## src/rtl/mc_sequencer.sv

```systemverilog
// Multi-cycle CPU control sequencer: Moore FSM that steps fetch/decode/execute
// and drives datapath enables and mux selects from the current state.
module mc_sequencer #(
  parameter int READ_LATENCY = 1
) (
  input  logic       Clk,
  input  logic       Reset,
  input  logic [5:0] Op,
  input  logic       Zero,
  output logic       PCLoad,
  output logic       IorD,
  output logic       MemWrite,
  output logic       MemtoReg,
  output logic       IRWrite,
  output logic       MDRWrite,
  output logic       AWrite,
  output logic       BWrite,
  output logic       ALUOutWrite,
  output logic [1:0] PCSource,
  output logic [2:0] ALUOp,
  output logic       ALUSrcA,
  output logic [1:0] ALUSrcB,
  output logic       RegWrite,
  output logic       RegDst,
  output logic       Halted,
  output logic [3:0] State
);

  localparam logic [3:0] S_RST        = 4'd0;
  localparam logic [3:0] S_FETCH      = 4'd1;
  localparam logic [3:0] S_FETCH_WAIT = 4'd2;
  localparam logic [3:0] S_DECODE     = 4'd3;
  localparam logic [3:0] S_MEM_ADDR   = 4'd4;
  localparam logic [3:0] S_MEM_READ   = 4'd5;
  localparam logic [3:0] S_MEM_WAIT   = 4'd6;
  localparam logic [3:0] S_MEM_WB     = 4'd7;
  localparam logic [3:0] S_MEM_WRITE  = 4'd8;
  localparam logic [3:0] S_R_EXEC     = 4'd9;
  localparam logic [3:0] S_R_WB       = 4'd10;
  localparam logic [3:0] S_BRANCH     = 4'd11;
  localparam logic [3:0] S_JUMP       = 4'd12;
  localparam logic [3:0] S_ADDI_EXEC  = 4'd13;
  localparam logic [3:0] S_ADDI_WB    = 4'd14;
  localparam logic [3:0] S_HALT       = 4'd15;

  localparam logic [5:0] OP_R    = 6'b000000;
  localparam logic [5:0] OP_LW   = 6'b100011;
  localparam logic [5:0] OP_SW   = 6'b101011;
  localparam logic [5:0] OP_BEQ  = 6'b000100;
  localparam logic [5:0] OP_J    = 6'b000010;
  localparam logic [5:0] OP_ADDI = 6'b001000;

  // Counter holds remaining wait cycles minus one, so 0 means "leave next edge".
  localparam logic [1:0] CNT_INIT = 2'(READ_LATENCY - 1);

  logic [3:0] state_q, state_d;
  logic [1:0] cnt_q, cnt_d;

  always_ff @(posedge Clk or posedge Reset) begin
    if (Reset) begin
      state_q <= S_RST;
      cnt_q   <= '0;
    end else begin
      state_q <= state_d;
      cnt_q   <= cnt_d;
    end
  end

  always_comb begin
    state_d = state_q;
    cnt_d   = cnt_q;
    case (state_q)
      S_RST:        state_d = S_FETCH;
      S_FETCH:      if (cnt_q == 2'd0) state_d = S_FETCH_WAIT;
                    else cnt_d = cnt_q - 2'd1;
      S_FETCH_WAIT: state_d = S_DECODE;
      S_DECODE: begin
        case (Op)
          OP_LW, OP_SW: state_d = S_MEM_ADDR;
          OP_R:         state_d = S_R_EXEC;
          OP_BEQ:       state_d = S_BRANCH;
          OP_J:         state_d = S_JUMP;
          OP_ADDI:      state_d = S_ADDI_EXEC;
          default:      state_d = S_HALT;
        endcase
      end
      S_MEM_ADDR:   state_d = (Op == OP_LW) ? S_MEM_READ : S_MEM_WRITE;
      S_MEM_READ:   if (cnt_q == 2'd0) state_d = S_MEM_WAIT;
                    else cnt_d = cnt_q - 2'd1;
      S_MEM_WAIT:   state_d = S_MEM_WB;
      S_R_EXEC:     state_d = S_R_WB;
      S_ADDI_EXEC:  state_d = S_ADDI_WB;
      S_MEM_WB, S_MEM_WRITE, S_R_WB, S_BRANCH, S_JUMP, S_ADDI_WB:
                    state_d = S_FETCH;
      default:      state_d = S_HALT;
    endcase
    // Any entry into a memory-wait state reloads the latency counter.
    if ((state_d == S_FETCH || state_d == S_MEM_READ) && state_d != state_q)
      cnt_d = CNT_INIT;
  end

  always_comb begin
    PCLoad      = 1'b0;
    IorD        = 1'b0;
    MemWrite    = 1'b0;
    MemtoReg    = 1'b0;
    IRWrite     = 1'b0;
    MDRWrite    = 1'b0;
    AWrite      = 1'b0;
    BWrite      = 1'b0;
    ALUOutWrite = 1'b0;
    PCSource    = 2'b00;
    ALUOp       = 3'b000;
    ALUSrcA     = 1'b0;
    ALUSrcB     = 2'b00;
    RegWrite    = 1'b0;
    RegDst      = 1'b0;
    Halted      = 1'b0;
    case (state_q)
      S_FETCH_WAIT: begin IRWrite = 1'b1; PCLoad = 1'b1; ALUSrcB = 2'b01; end
      S_DECODE: begin
        AWrite = 1'b1; BWrite = 1'b1; ALUOutWrite = 1'b1; ALUSrcB = 2'b11;
      end
      S_MEM_ADDR:   begin ALUSrcA = 1'b1; ALUSrcB = 2'b10; ALUOutWrite = 1'b1; end
      S_MEM_READ:   IorD = 1'b1;
      S_MEM_WAIT:   begin IorD = 1'b1; MDRWrite = 1'b1; end
      S_MEM_WB:     begin RegWrite = 1'b1; MemtoReg = 1'b1; end
      S_MEM_WRITE:  begin IorD = 1'b1; MemWrite = 1'b1; end
      S_R_EXEC:     begin ALUSrcA = 1'b1; ALUOp = 3'b010; ALUOutWrite = 1'b1; end
      S_R_WB:       begin RegWrite = 1'b1; RegDst = 1'b1; end
      S_BRANCH: begin
        ALUSrcA = 1'b1; ALUOp = 3'b001; PCSource = 2'b01; PCLoad = Zero;
      end
      S_JUMP:       begin PCSource = 2'b10; PCLoad = 1'b1; end
      S_ADDI_EXEC:  begin ALUSrcA = 1'b1; ALUSrcB = 2'b10; ALUOutWrite = 1'b1; end
      S_ADDI_WB:    RegWrite = 1'b1;
      S_HALT:       Halted = 1'b1;
      default: ;
    endcase
  end

  assign State = state_q;

endmodule

```

## config.mk

```make
export PLATFORM = sky130hd
export DESIGN_NAME = mc_sequencer
export DESIGN_NICKNAME = d
export VERILOG_FILES = /design/src/rtl/mc_sequencer.sv
export SDC_FILE = /design/constraint.sdc
export NUM_CORES = 1
export LEC_CHECK = 0
export BUFFER_PORTS_ARGS = -buffer_cell sky130_fd_sc_hd__buf_2
export CORE_ASPECT_RATIO = 1.5
export CORE_MARGIN = 3
export CORE_UTILIZATION = 25
export DETAILED_ROUTE_END_ITERATION = 7
export HOLD_SLACK_MARGIN = 0.08
export PLACE_DENSITY = 0.52
export SLEW_MARGIN = 5
export SYNTH_ARGS = -nofsm -noshare
export SYNTH_HDL_FRONTEND = slang
export SYNTH_SLANG_ARGS = --single-unit
```

## constraint.sdc

```tcl
create_clock -name Clk -period 1.8 [get_ports Clk]
set_input_delay 0.36 -clock Clk [delete_from_list [all_inputs] [get_ports Clk]]
set_output_delay 0.36 -clock Clk [all_outputs]
set_load 0.02 [all_outputs]
```

==> results of run 1 <==
## synth_stat cells
cell      count  area [µm²]
nand2b_1      3       18.77
buf_2         2       10.01
o221ai_1      2       17.52
xnor2_1       2       17.52
nor3_1        2       10.01
nor2b_1       1       6.260
dfrtp_1       6       150.1
o32ai_1       1       8.760
nand2_2       2       12.51
buf_6         1       11.26
conb_1        1       3.750
and3_4        1       11.26
nor4b_4       1       23.77
a21oi_1       6       30.03
a31o_2        1       8.760
mux2i_1       1       10.01
inv_1         7       26.28
o21ai_1       2       10.01
a211oi_1      1       7.510
mux2_2        1       11.26
nand2_1       9       33.78
nand3_1       2       10.01
nor3_2        1       10.01
nand4_1       1       6.260
o21ai_0       5       25.02
o22ai_1       3       18.77
nand2b_2      1       8.760
ha_1          1       12.51
or2_1         5       31.28
nor2_1       19       71.32
buf_4         5       37.54
a22oi_1       2       15.01
a32o_1        1       10.01
nor3b_1       1       7.510
a311oi_1      1       8.760
a21o_1        1       7.510
## state kept, by name, summed over array words and instances, names as in the netlist
| signal | count |
|---|---|
| cnt_q | 2 |
| State | 4 |
## cells by family (layout without fill, tap and decap cells)
kind of cell	count (synthesis)	in the layout	share of synthesized area [%]
buffers and inverters	15	51	11.83
other	1	1	0.5212
XOR/XNOR	2	2	2.435
AND/OR/NAND/NOR	49	49	36.35
flip-flops	6	6	20.87
AO/OA/AOI/OAI	26	26	23.31
adder cells (fa/ha/maj)	1	1	1.739
multiplexers	2	2	2.956
## final timing paths
check / from / to / slack (ps) / cells past startpoint
max: State[0]$_DFF_PP0_ / ALUSrcA / 50 / 5
min: Op[4] / State[2]$_DFF_PP0_ / 470 / 4
max reg2reg: State[0]$_DFF_PP0_ / State[0]$_DFF_PP0_ / 250 / 6
min reg2reg: cnt_q[0]$_DFFE_PP0P_ / cnt_q[0]$_DFFE_PP0P_ / 580 / 2
max in group asynchronous: Reset / State[2]$_DFF_PP0_ / 990 / 3
min in group asynchronous: Reset / cnt_q[0]$_DFFE_PP0P_ / 590 / 3
## through the flow
stage	utilization, %	hold slack [ps]	instance area (µm²)	instances
final	38.48	466.3	1041	175
after global routing	38.48	507.1	1041	175
after detailed placement	34.27	287.2	927.1	169
after CTS	37.14	464.3	1005	174
after global placement	34.27	286.2	927.1	169
after floorplan	-	151.0	732.0	102
## timing repair
action	in CTS	in global routing
buffers inserted	1	1
hold buffers	1	0
resized for setup	7	10
endpoints found under the hold margin	6	0
pin swaps	1	0
setup endpoints to repair	4	6
## final cells by class
cell class                 instances  area (µm²)  share of cell area, %
inverter                           7       26.28                  2.524
timing repair buffer              41       247.7                  23.80
clock buffer                       3       41.29                  3.966
multi-input combinational         81       526.8                  50.60
tap                               37       46.29                  4.447
sequential                         6       152.6                  14.66
## worst register-to-register path: stages (launching register included)
cell	delay [ps]
dfrtp_2	440
buf_4	150
buf_4	140
nor2b_1	130
o221ai_1	290
nand2_1	80
or2_1	220
## per-layer routing
layer / track usage, % / vias to the layer above
met4: 8.308 / 0
met3: 1.663 / 5
met1: 12.29 / 400
li1: - / 423
met5: 0 / -
met2: 26.51 / 16
## power by group through the flow
| stage | Combinational (mW) | Clock, mW | Sequential (mW) |
|---|---|---|---|
| 6_report | 1.69 | 0.207 | 0.289 |
| 5_1_grt | 1.84 | 0.219 | 0.298 |
| 4_1_cts | 1.61 | 0.217 | 0.282 |
| 3_5_place_dp | 1.55 | 0 | 0.281 |
| 3_3_place_gp | 1.55 | 0 | 0.276 |
| 2_1_floorplan | 1.10 | 0 | 0.315 |
==> flow_summary.toml, run 1 <==
[timing]
tns_ps = 0
fin_worst_skew_ps = 2.079
min_period_ps = 1753
rsz0062_at_grt = "false"
setup_ws_ps = 47.07
final_max_slew_viol_count = 0
finalHoldViolCount = 0
max_freq_ghz = 0.5705
min_period_over_period_pct = 97.38
setup_viol_count_final = 0

[placement]
port_buffers = 31
place_congestion = 0.9406
hpwl_um = 1916
dp_slack_ps = 173.0

[floorplanning]
core_um2 = 2705
initial_core_util_pct = 26.60
dieArea_um2 = 3571
die_y_um = 71.70
io_pins = 33
rows = 23
chipWidth_um = 49.80

[pwr]
power.leakage_nw = 0.4897
pwr-share-comb_pct = 77.3
p_int_mw = 1.049
power_frac_clock_pct = 9.5
p_per_area_nw_per_um2 = 2098
pwr-share-seq_pct = 13.2
swShare_pct = 51.97
p_sw_mw = 1.135
vdd_ir_drop_max_v = 0.0008927
total_power_mw = 2.184

[cells_and_area]
finalNetCount = 150
fill_cells = 308
mostFrequentLayoutCell = "buf_2"
layout-drive-gt1-share_pct = 45.65
synthToLayoutAreaGrowth_pct = 44.70
antennaDiodeCount = 0
final_cell_mix = "28 x buf_2, 15 x nor2_1, 10 x buf_4"

[worst_hold_path]
min-delay-path-class = "in2reg"

[yosys]
synth_seq_cells = 6
yosysWarningCount = 0
synth_cell_types = 36
ys_seq_area_share_pct = 20.87
syn_area_um2 = 719.4
syn-num-nets = 112
syn_inst = 102
synth.avg_cell_area_um2 = 7.053

[critical_path]
end_kind = "output pin"
path_common_cell = "buf_6"
arrival_ps = 1390
critPathTopFamily = "flip-flops"
critPathBufInv = 2
cp_cell_sequence = "or2_4 -> buf_6 -> nor2_4 -> a31o_2 -> buf_6"
critPathKind = "reg2out"
timing.critical_path.fanout_max = 5
startpoint_type = "register"
worst_path_largest_cell_delay_ps = 440
crit_slowest_cell = "dfrtp_2"
required_ps = 1440

[grt]
grt_max_degree = 11
track_usage_pct = 13.34
grt_pass1_wl_um = 3629
grt_pass1_vias = 825
antenna_found_initial = 0
grt_overflow = 0

[detailed_routing]
drt_iter0_drc = 17
wl_met2_um = 1322
routed_wl_um = 2311
wl_met1_um = 842
via_count = 844
first_pass_iters = 2
viasPerCell = 4.823
highest_layer = "met4"
wl_per_cell_um = 13.21
wl_met3_um = 86
final_antenna_net_count = 0
drc = 0

[clock_network]
cts_sinks = 6
clk_transition_reported_paths_ps = 40
numCtsBuffers = 3
cts_max_path_buffers = 2
tritoncts = "built"
cts_max_level = 1
clk_latency_ps = 230
cts-root-buf = "clkbuf_8"

[status]
status = "completed"

[job]
cap_violations = 0
No activity file was read; power rests on OpenSTA's default activity.
==> inputs of run 2 (changes only) <==
--- a/config.mk
+++ b/config.mk
@@ -5,13 +5,13 @@
 export SDC_FILE = /design/constraint.sdc
 export NUM_CORES = 1
 export LEC_CHECK = 0
+export ABC_AREA = 1
 export BUFFER_PORTS_ARGS = -buffer_cell sky130_fd_sc_hd__buf_2
-export CORE_ASPECT_RATIO = 1.5
 export CORE_MARGIN = 3
-export CORE_UTILIZATION = 25
+export CORE_UTILIZATION = 43
 export DETAILED_ROUTE_END_ITERATION = 7
 export HOLD_SLACK_MARGIN = 0.08
-export PLACE_DENSITY = 0.52
+export PLACE_DENSITY = 0.81
 export SLEW_MARGIN = 5
 export SYNTH_ARGS = -nofsm -noshare
 export SYNTH_HDL_FRONTEND = slang
==> flow_summary.toml, run 2 <==
[yosys]
synth_cell_types = 21
muxShareOfSynthArea_pct = 0
synth_edf_count = 0
yosys.area_share.simple_pct = 49.11
ys_seq_area_share_pct = 23.67
synth_xor_area_share_pct = 0
synth.avg_cell_area_um2 = 5.767
syn_area_um2 = 634.4
synth_seq_cells = 6
ys.flop_type = "dfrtp_1"
synth_top_family_by_area = "simple AND/OR/NAND/NOR gates"
synth-adder-area-share_pct = 1.972
synth_compound_area_share_pct = 8.087
async_flop_share_pct = 100.0
syn-num-nets = 120
synth.most_common_cell = "nand2_1"
ys_top_cells_by_area = "dfrtp_1 24%, nand2_1 14%, nor2_1 13%, inv_1 11%, nand3_1 7.1%"
synthTopCellsByCount = "24 x nand2_1, 22 x nor2_1, 19 x inv_1"
synth_top_area_cell = "dfrtp_1"
yosys.area.top_type_share_pct = 23.67
syn_inst = 110
yosysWarningCount = 0

[cells_and_area]
finalNetCount = 164
fill_cells = 105
synthToLayoutAreaGrowth_pct = 52.86
fin_cells = 167
mostFrequentLayoutCell = "buf_2"
final_cell_area_um2 = 969.7
largest_reg_flops = 4
final_cell_mix = "29 x buf_2, 22 x nand2_1, 17 x nor2_1"
antennaDiodeCount = 0
layout-drive-gt1-share_pct = 49.34

[pwr]
power.leakage_nw = 0.5813
total_power_mw = 1.801
p_per_area_nw_per_um2 = 1858
vdd_ir_drop_max_v = 0.0007299

[placement]
hpwl_um = 1403
placed_area_um2 = 790.8
dpl.cell_count = 153
place_congestion = 0.8810
port_buffers = 31

[grt]
grt_pass1_vias = 779
grt_overflow = 0
grt_pass1_wl_um = 3146
track_usage_pct = 20.91
grt_max_degree = 8
antenna_found_initial = 0

[timing]
finalHoldViolCount = 0
min_period_ps = 1782
final_max_slew_viol_count = 0
max_freq_ghz = 0.5613
fin_worst_skew_ps = 4.717
min_period_over_period_pct = 98.98
setup_viol_count_final = 0
hold_slack_ps = 438.3
rsz0062_at_grt = "true"

[detailed_routing]
first_pass_iters = 4
wl_per_cell_um = 11.75
viasPerCell = 4.982
routed_wl_um = 1962
drt_iter0_drc = 32
via_count = 832
drc = 0
final_antenna_net_count = 0

[clock_network]
cts_sinks = 6
clk_latency_ps = 240
cts_max_level = 1
cts_max_path_buffers = 2
clk_transition_reported_paths_ps = 50
cts-root-buf = "clkbuf_4"
numCtsBuffers = 3
tritoncts = "built"

[worst_hold_path]
min-delay-path-class = "in2reg"
hold_start = "Op[3]"

[status]
status = "completed"

[floorplanning]
core_um2 = 1350
rows = 13
initial_core_util_pct = 46.99
dieArea_um2 = 1972
chipWidth_um = 44.41
die_y_um = 44.41
io_pins = 33

[critical_path]
arrival_ps = 1420
critPathBufInv = 3
crit_slowest_cell = "dfrtp_2"
critPathTopFamily = "flip-flops"
cp_cell_sequence = "inv_2 -> nand2_4 -> nor2_4 -> inv_2 -> o211ai_1 -> or2_4 -> buf_6"
timing.critical_path.fanout_max = 6
end_kind = "output pin"
path_common_cell = "inv_2"
timing.rr.start = "State[2]$_DFF_PP0_"
worst_path_largest_cell_delay_ps = 440
critPathKind = "reg2out"
startpoint_type = "register"
critPathLaunch = "State[0]$_DFF_PP0_"
required_ps = 1440

[job]
cap_violations = 0
run 2: cell types whose count changed in the layout (fill, tap and decap cells not counted), sizes merged, moves of 3 or more:
cell | before | now
a21oi | 6 | 1
or2 | 5 | 2
nand2b | 4 | 0
o22ai | 3 | 0
inv | 7 | 22
nor2 | 19 | 29
o21ai | 7 | 3
nor3 | 3 | 0
nand3 | 2 | 9
nand2 | 11 | 26
run 2: layout make-up:
type                       count  area [µm²]  area share, %
multi-input combinational     79       429.2          44.26
sequential                     6       155.1          16.00
clock buffer                   3       22.52          2.323
inverter                      22       87.58          9.032
timing repair buffer          42       256.5          26.45
tap                           15       18.77          1.935
run 2: logic make-up (layout without fill, tap and decap cells):
logic type,count (synthesis),after routing
AND/OR/NAND/NOR,69,69
buffers and inverters,25,67
flip-flops,6,6
AO/OA/AOI/OAI,8,8
adder cells (fa/ha/maj),1,1
other,1,1
run 2: power by group:
| part | switching [mW] | total, mW | internal (mW) |
|---|---|---|---|
| Clock | 0.0475 | 0.123 | 0.0754 |
| Sequential | 0.0859 | 0.274 | 0.188 |
| Combinational | 0.860 | 1.40 | 0.544 |
run 2: layer usage:
layer	share of wire, %	GRT usage [%]
met4	1.8	9.036
met5	0	0
met3	7.5	3.252
met2	52	37.50
met1	39	24.25
run 2: what timing repair did:
item                       4_1_cts  5_1_grt
setup endpoints to repair        2        3
cloned                           0        0
pin swaps                        2        5
buffers inserted                 6        4
hold buffers                     1        0
hold endpoints to repair         6        0
gates resized for setup          8       20
run 2: worst register-to-register path: stages, from the launching register on:
cell and delay, ps:
dfrtp_2 450, nand2_1 170, nor2_2 70, nor2_2 140, o211ai_1 120, a21oi_1 230, nand2_1 100, nand2_1 70
nand2_1 60
run 2: worst paths after layout:
check                                        to  slack (ps)  cells after the start
setup reg to reg           cnt_q[0]$_DFFE_PP0P_         280                      8
hold / removal               State[2]$_DFF_PP0_         440                      3
max in group asynchronous    State[0]$_DFF_PP0_        1020                      3
min in group asynchronous  cnt_q[0]$_DFFE_PP0P_         570                      3
setup / recovery                    ALUOutWrite          20                      7
hold reg to reg            cnt_q[1]$_DFFE_PP0P_         480                      2
run 2: through the flow:
step | setup WS, ps | setup TNS, ps | utilization, %
detailed placement | 189.4 | 0 | 58.57
finish | 18.35 | 0 | 71.83
global placement | 187.4 | 0 | 58.57
CTS | 2.734 | 0 | 65.71
global route | -67.06 | -98.04 | 71.83
floorplan | 29.19 | 0 | -
